==> config.mk <==
export PLATFORM = sky130hd
export DESIGN_NAME = async_fifo_wr_arbiter_flat
export DESIGN_NICKNAME = d
export VERILOG_FILES = /design/src/rtl/async_fifo_pkg.sv /design/src/rtl/async_fifo_wr_arbiter_if.sv /design/src/rtl/rr_arbiter_core.sv /design/src/rtl/async_fifo_wr_arbiter.sv /design/src/flat_wrapper.sv
export SDC_FILE = /design/constraint.sdc
export NUM_CORES = 1
export LEC_CHECK = 0
export CAP_MARGIN = 20
export CORE_MARGIN = 10
export CORE_UTILIZATION = 29
export CTS_BUF_LIST = sky130_fd_sc_hd__clkbuf_4 sky130_fd_sc_hd__clkbuf_8
export DETAILED_ROUTE_END_ITERATION = 6
export HOLD_SLACK_MARGIN = 0.15
export PLACE_DENSITY = 0.95
export SLEW_MARGIN = 30
export SYNTH_ARGS = -nofsm -noshare
export SYNTH_HDL_FRONTEND = slang
export SYNTH_HIERARCHICAL = 1
export SYNTH_SLANG_ARGS = --single-unit
export TNS_END_PERCENT = 50
==> constraint.sdc <==
create_clock -name clk -period 2.88 [get_ports clk]
set_input_delay 0.864 -clock clk [delete_from_list [all_inputs] [get_ports clk]]
set_output_delay 0.864 -clock clk [all_outputs]
set_load 0.03 [all_outputs]
==> src/rtl/async_fifo_pkg.sv <==
// Shared types and helpers for the AsyncFIFO write-port arbiter.
package async_fifo_pkg;

   typedef enum logic {
      IDLE  = 1'b0,
      GRANT = 1'b1
   } arb_state_t;

   localparam int unsigned NREQ_MAX     = 16;
   localparam int unsigned IDX_W_MAX    = 4;
   localparam int unsigned NREQ_DEF     = 4;
   localparam int unsigned DSIZE_DEF    = 32;
   localparam int unsigned MAXBURST_DEF = 8;
   localparam int unsigned GNT_W        = $clog2(NREQ_DEF);

   // First set bit of valid scanning ptr, ptr+1, ... modulo n; returns ptr when none set.
   function automatic int unsigned rr_pick(input logic [NREQ_MAX-1:0] valid,
                                           input int unsigned        ptr,
                                           input int unsigned        n);
      int unsigned idx;
      logic        found;
      rr_pick = ptr;
      found   = 1'b0;
      for (int unsigned k = 0; k < NREQ_MAX; k++) begin
         idx = ptr + k;
         if (idx >= n) idx = idx - n;
         if (!found && (k < n) && valid[idx[IDX_W_MAX-1:0]]) begin
            rr_pick = idx;
            found   = 1'b1;
         end
      end
   endfunction

endpackage

==> src/rtl/async_fifo_wr_arbiter_if.sv <==
// Requester beats plus the AsyncFIFO write port, bundled for the arbiter.
interface async_fifo_wr_arbiter_if
   import async_fifo_pkg::*;
#(
   parameter int unsigned NREQ  = NREQ_DEF,
   parameter int unsigned DSIZE = DSIZE_DEF
);
   localparam int unsigned ID_W = $clog2(NREQ);

   logic [NREQ-1:0]       req_valid;
   logic [NREQ*DSIZE-1:0] req_data;
   logic [NREQ-1:0]       req_last;
   logic [NREQ-1:0]       req_ready;
   logic                  winc;
   logic [DSIZE-1:0]      wdata;
   logic                  wfull;
   logic                  gnt_valid;
   logic [ID_W-1:0]       gnt_id;

   modport master (
      output req_valid, req_data, req_last, wfull,
      input  req_ready, winc, wdata, gnt_valid, gnt_id
   );

   modport slave (
      input  req_valid, req_data, req_last, wfull,
      output req_ready, winc, wdata, gnt_valid, gnt_id
   );

endinterface

==> src/rtl/rr_arbiter_core.sv <==
// Round-robin pointer and pick logic; the pointer moves past the owner on advance.
module rr_arbiter_core
   import async_fifo_pkg::*;
#(
   parameter int unsigned NREQ = NREQ_DEF,
   parameter int unsigned ID_W = $clog2(NREQ)
) (
   input  logic            clk,
   input  logic            rst,
   input  logic [NREQ-1:0] valid,
   input  logic            advance,
   input  logic [ID_W-1:0] owner,
   output logic            pick_valid,
   output logic [ID_W-1:0] pick_id
);

   logic [ID_W-1:0] rr_ptr;

   always_ff @(posedge clk) begin
      if (rst) begin
         rr_ptr <= '0;
      end else if (advance) begin
         rr_ptr <= (owner == ID_W'(NREQ - 1)) ? '0 : ID_W'(owner + 1'b1);
      end
   end

   always_comb begin
      pick_valid = |valid;
      pick_id    = ID_W'(rr_pick(NREQ_MAX'(valid), 32'(rr_ptr), NREQ));
   end

endmodule

==> src/rtl/async_fifo_wr_arbiter.sv <==
// Shares the AsyncFIFO write port among NREQ requesters with packet-locked round-robin grants.
module async_fifo_wr_arbiter
   import async_fifo_pkg::*;
#(
   parameter int unsigned NREQ     = NREQ_DEF,
   parameter int unsigned DSIZE    = DSIZE_DEF,
   parameter int unsigned MAXBURST = MAXBURST_DEF
) (
   input logic                    clk,
   input logic                    rst,
   async_fifo_wr_arbiter_if.slave bus
);

   localparam int unsigned ID_W  = $clog2(NREQ);
   localparam int unsigned CNT_W = $clog2(MAXBURST) + 1;

   arb_state_t        state_q, state_d;
   logic [ID_W-1:0]   gnt_q, gnt_d;
   logic [CNT_W-1:0]  cnt_q, cnt_d;
   logic              gv_q, gv_d;

   logic              pick_valid;
   logic [ID_W-1:0]   pick_id;
   logic              advance;

   logic              own_valid;
   logic              own_last;
   logic [DSIZE-1:0]  own_data;
   logic              accept;
   logic [NREQ-1:0]   ready;

   rr_arbiter_core #(
      .NREQ (NREQ),
      .ID_W (ID_W)
   ) u_core (
      .clk        (clk),
      .rst        (rst),
      .valid      (bus.req_valid),
      .advance    (advance),
      .owner      (gnt_q),
      .pick_valid (pick_valid),
      .pick_id    (pick_id)
   );

   // Owner's beat, selected by the registered grant.
   always_comb begin
      own_valid = 1'b0;
      own_last  = 1'b0;
      own_data  = '0;
      for (int i = 0; i < NREQ; i++) begin
         if (ID_W'(i) == gnt_q) begin
            own_valid = bus.req_valid[i];
            own_last  = bus.req_last[i];
            own_data  = bus.req_data[i*DSIZE +: DSIZE];
         end
      end
   end

   always_comb begin
      state_d = state_q;
      gnt_d   = gnt_q;
      cnt_d   = cnt_q;
      advance = 1'b0;
      accept  = 1'b0;
      ready   = '0;

      case (state_q)
         IDLE: begin
            if (pick_valid) begin
               gnt_d   = pick_id;
               cnt_d   = '0;
               state_d = GRANT;
            end
         end
         GRANT: begin
            for (int i = 0; i < NREQ; i++) begin
               ready[i] = (ID_W'(i) == gnt_q) & ~bus.wfull & ~rst;
            end
            accept = own_valid & ~bus.wfull & ~rst;
            if (accept) begin
               // Packet end or burst cap releases the port; the pointer moves past the owner.
               if (own_last || (cnt_q == CNT_W'(MAXBURST - 1))) begin
                  state_d = IDLE;
                  advance = 1'b1;
               end else begin
                  cnt_d = CNT_W'(cnt_q + 1'b1);
               end
            end
         end
         default: state_d = IDLE;
      endcase

      gv_d = (state_d == GRANT);
   end

   always_ff @(posedge clk) begin
      if (rst) begin
         state_q <= IDLE;
         gnt_q   <= '0;
         cnt_q   <= '0;
         gv_q    <= 1'b0;
      end else begin
         state_q <= state_d;
         gnt_q   <= gnt_d;
         cnt_q   <= cnt_d;
         gv_q    <= gv_d;
      end
   end

   assign bus.req_ready = ready;
   assign bus.winc      = accept;
   assign bus.wdata     = own_data;
   assign bus.gnt_valid = gv_q;
   assign bus.gnt_id    = gnt_q;

endmodule

==> src/flat_wrapper.sv <==
// flat-port wrapper written by rule: the top's interface ports become plain ports
module async_fifo_wr_arbiter_flat import async_fifo_pkg::*;
#(
   parameter int unsigned NREQ     = NREQ_DEF,
   parameter int unsigned DSIZE    = DSIZE_DEF,
   parameter int unsigned MAXBURST = MAXBURST_DEF
)
  (clk, rst, bus_req_valid, bus_req_data, bus_req_last, bus_wfull, bus_req_ready, bus_winc, bus_wdata, bus_gnt_valid, bus_gnt_id);
  async_fifo_wr_arbiter_if #(.NREQ(NREQ), .DSIZE(DSIZE)) bus_i ();
  input logic clk;
  input logic rst;
  input wire logic [$bits(bus_i.req_valid)-1:0] bus_req_valid;
  input wire logic [$bits(bus_i.req_data)-1:0] bus_req_data;
  input wire logic [$bits(bus_i.req_last)-1:0] bus_req_last;
  input wire logic [$bits(bus_i.wfull)-1:0] bus_wfull;
  output wire logic [$bits(bus_i.req_ready)-1:0] bus_req_ready;
  output wire logic [$bits(bus_i.winc)-1:0] bus_winc;
  output wire logic [$bits(bus_i.wdata)-1:0] bus_wdata;
  output wire logic [$bits(bus_i.gnt_valid)-1:0] bus_gnt_valid;
  output wire logic [$bits(bus_i.gnt_id)-1:0] bus_gnt_id;
  assign bus_i.req_valid = bus_req_valid;
  assign bus_i.req_data = bus_req_data;
  assign bus_i.req_last = bus_req_last;
  assign bus_i.wfull = bus_wfull;
  assign bus_req_ready = bus_i.req_ready;
  assign bus_winc = bus_i.winc;
  assign bus_wdata = bus_i.wdata;
  assign bus_gnt_valid = bus_i.gnt_valid;
  assign bus_gnt_id = bus_i.gnt_id;
  async_fifo_wr_arbiter #(.NREQ(NREQ), .DSIZE(DSIZE), .MAXBURST(MAXBURST)) u_core (.clk(clk), .rst(rst), .bus(bus_i));
endmodule
==> results.md, run 1 <==
* Most frequent cells in the layout: 136 x clkdlybuf4s50_1, 51 x buf_4, 34 x mux4_2
* WL final at 9650 um
* Layout Skew at 0.00342 ns
* GRT overflow at 0
* DRC Markers at 0
* Max frequency at 342 MHz
* Clock latency on the worst-skew pair at 0.24 ns
* Leakage at 1.39 nW
* Final setup viols at 2
* GRT Total Usage at 19.4%
* Initial antenna violation count at 0
* Area share of fa/ha/maj cells after synthesis at 4.62%
* Yosys top cell by area: mux4_2
* Initial Util at 29.7%
* Hold_buf cts at 0
* Commonest non-fill, non-tap cell in the layout: clkdlybuf4s50_1
* Mapped Area at 1620 sq um
* H-Tree Depth at 1
* VDD IR-drop max at 0.291 mV
* Seq/Total Area, Yosys at 11.1%
* Status: finished, violations left
* CTS tree: done
* WL/cell at 23.9 um
* Critical Path Start Type: primary input
* Critical Path RT at 2.02 ns
* I/O pin total at 179
* Row cnt at 27
* Maxcap violations at 0
* CP arrival at 2.06 ns
* Pwr Density at 264 nW/um^2
* Synth warn at 6
* Post-Synth Simple-Gate Area at 14.0%
* Yosys reg bits at 9
* Root buffer cell: clkbuf_8
* Slew HR at 73.0%
* Netlist cell types at 37
* Die X at 94.8 um
* Final ANT Viol Nets at 0
* Synth Area in XOR/XNOR at 0.539%
* Mean Syn Cell Area at 12.4 sq um
* Worst slew pin tran at 0.401 ns
* Top cell type's share of synthesized area at 47.1%
* Post-Syn Nets at 276
* Post-synthesis cell count at 131
* Mux share of post-synthesis cell area at 57.2%
* Final #Nets at 477
* DP HPWL at 8300 um
* First-pass GRT wire length at 13,400 um
* Drt pass-1 iters at 4
* Failing checks: negative setup slack
* Routability cong. at 0.906
* Final WS setup at -0.0448 ns
* Share of layout cells above drive strength 1 at 36.9%
* Period Utilization, post-route at 102%
* Clock buffer depth at 2
* # diodes at 0
* Port bufs at 178
* Crit path capture type: output port
* Place WS at -0.397 ns
* Unrepaired setup endpoints after global routing: true
* Core area at 5470 sq um
* Synth top area cells: mux4_2 47%, dfxtp_1 11%, mux4_1 4.9%
* Die area at 8990 sq um
* Hold Path Class: reg -> reg
* Critical path fanouts, max at 5
* Post-synthesis compound-gate area fraction at 7.16%
* Fin. Hold Viols at 0
* Num CTS Buffers at 3
* Vias in the first global route at 2,202
* Crit Path Category: in -> out
* CTS Sinks at 9
* Main combinational cell family by area after synthesis: multiplexers
* Via density at 5.16
* CTS clk-pin slew, worst paths at 0.04 ns
* Min Tclk post-route at 2.92 ns
* Area Overhead vs Synth at 124%
* Die height at 94.8 um
* Largest net degree at the start of global routing at 26
* Total vias in the final route at 2,078
* Initial drt markers at 69
* Final max-slew violation count at 0
* Setup TNS at -0.0600 ns
[through the flow]
| stage | hold slack (ns) | cells | area (sq um) | utilization, % | total power, mW |
|---|---|---|---|---|---|
| floorplan | 0.462 | 131 | 1630 | - | 0.467 |
| global placement | 0.478 | 391 | 3540 | 64.7 | 0.808 |
| detailed placement | 0.492 | 391 | 3540 | 64.7 | 0.824 |
| CTS | 0.522 | 401 | 3610 | 65.9 | 0.965 |
| global route | 0.552 | 403 | 3640 | 66.5 | 1.00 |
| finish | 0.510 | 403 | 3640 | 66.5 | 0.962 |
[sequential cells by signal, indices dropped and copies added (netlist names)]
signal,count
u_core/cnt_q,4
u_core/bus.gnt_id,2
u_core/u_core/rr_ptr,2
u_core/bus.gnt_valid,1
[final cells by class]
class	instances	area, sq um
inverters	5	18.8
multi-input cells	106	1380
fillers	426	1840
flip-flops and latches	9	185
repair buffers	207	1920
well taps	72	90.1
clock buffers	3	41.3
clock inverters	1	5.00
[logic make-up (layout without fill, tap and decap cells)]
| logic type | after synthesis | count (layout) |
|---|---|---|
| DFF | 9 | 9 |
| buffers and inverters | 16 | 216 |
| adders and majority gates | 6 | 6 |
| AOI/OAI and AO/OA | 14 | 14 |
| xor gates and xnor gates | 1 | 1 |
| muxes | 45 | 45 |
| and+or+nand+nor | 40 | 40 |
[report_power, final]
group	internal (mW)	total [mW]	leakage, nW	switching (mW)
Sequential	0.130	0.144	0.0743	0.0147
Combinational	0.381	0.669	1.29	0.288
Clock	0.0946	0.148	0.0255	0.0536
[path summary, 6_finish.rpt]
| check | startpoint | end | slack, ns | cells past startpoint |
|---|---|---|---|---|
| worst max-delay path | bus_req_valid[3] | bus_winc | -0.04 | 7 |
| worst min-delay path | u_core/cnt_q[1]$_SDFFE_PP0P_ | u_core/cnt_q[1]$_SDFFE_PP0P_ | 0.51 | 2 |
| worst max register to register | u_core/bus.gnt_id[1]$_SDFFE_PP0P_ | u_core/u_core/rr_ptr[1]$_SDFFE_PP0P_ | 0.29 | 12 |
| worst min register to register | u_core/cnt_q[1]$_SDFFE_PP0P_ | u_core/cnt_q[1]$_SDFFE_PP0P_ | 0.51 | 2 |
[synthesized netlist by cell type, drive strengths merged]
| cell type | number |
|---|---|
| or4 | 1 |
| nand3 | 5 |
| ha | 6 |
| a32oi | 1 |
| a31oi | 2 |
| mux4 | 37 |
| and2 | 3 |
| xnor2 | 1 |
| o21bai | 1 |
| o211ai | 1 |
| nand2b | 2 |
| mux2i | 5 |
| clkbuf | 4 |
| clkdlybuf4s50 | 1 |
| or3b | 3 |
| and3 | 1 |
| inv | 5 |
| a221o | 1 |
| nor2 | 11 |
| mux2 | 3 |
| a21oi | 3 |
| nor3 | 5 |
| a22o | 1 |
| nand2 | 3 |
| nand4b | 1 |
| buf | 6 |
| dfxtp | 9 |
| o21ai | 3 |
| nor3b | 2 |
| or2b | 1 |
| nand3b | 1 |
| and2b | 1 |
| a2111oi | 1 |
[what timing repair did]
action                     CTS  global route
buffers inserted             6             2
setup endpoints to repair   18             8
cloned                       0             0
resized for setup           68             5
pin swaps                    3             2
[critical path, stage by stage]
cell,delay (ns)
clkdlybuf4s50_1,0.50
buf_6,0.11
nand3_1,0.11
nor2_2,0.19
nor2_2,0.08
inv_1,0.08
buf_6,0.13
[routing by layer]
metal	track usage [%]	vias to the layer above	part of all wire, %
met5	0	-	0
met4	1.87	0	0.84
met3	5.87	8	8.7
met2	37.0	107	55
met1	21.3	1014	36
li1	-	949	-
Power figures use the tool's default switching activity.
==> run 2: changes to the inputs <==
--- a/config.mk
+++ b/config.mk
@@ -8,7 +8,6 @@
 export CAP_MARGIN = 20
 export CORE_MARGIN = 10
 export CORE_UTILIZATION = 29
-export CTS_BUF_LIST = sky130_fd_sc_hd__clkbuf_4 sky130_fd_sc_hd__clkbuf_8
 export DETAILED_ROUTE_END_ITERATION = 6
 export HOLD_SLACK_MARGIN = 0.15
 export PLACE_DENSITY = 0.95
==> results of run 2 <==
No change in the layout: final DEF, timing and power equal those of run 1.
==> run 3: changes to the inputs <==
--- a/config.mk
+++ b/config.mk
@@ -8,6 +8,7 @@
 export CAP_MARGIN = 20
 export CORE_MARGIN = 10
 export CORE_UTILIZATION = 29
+export CTS_CLUSTER_DIAMETER = 80
 export DETAILED_ROUTE_END_ITERATION = 6
 export HOLD_SLACK_MARGIN = 0.15
 export PLACE_DENSITY = 0.95
==> results of run 3 <==
No change in the layout: final DEF, timing and power equal those of run 1.
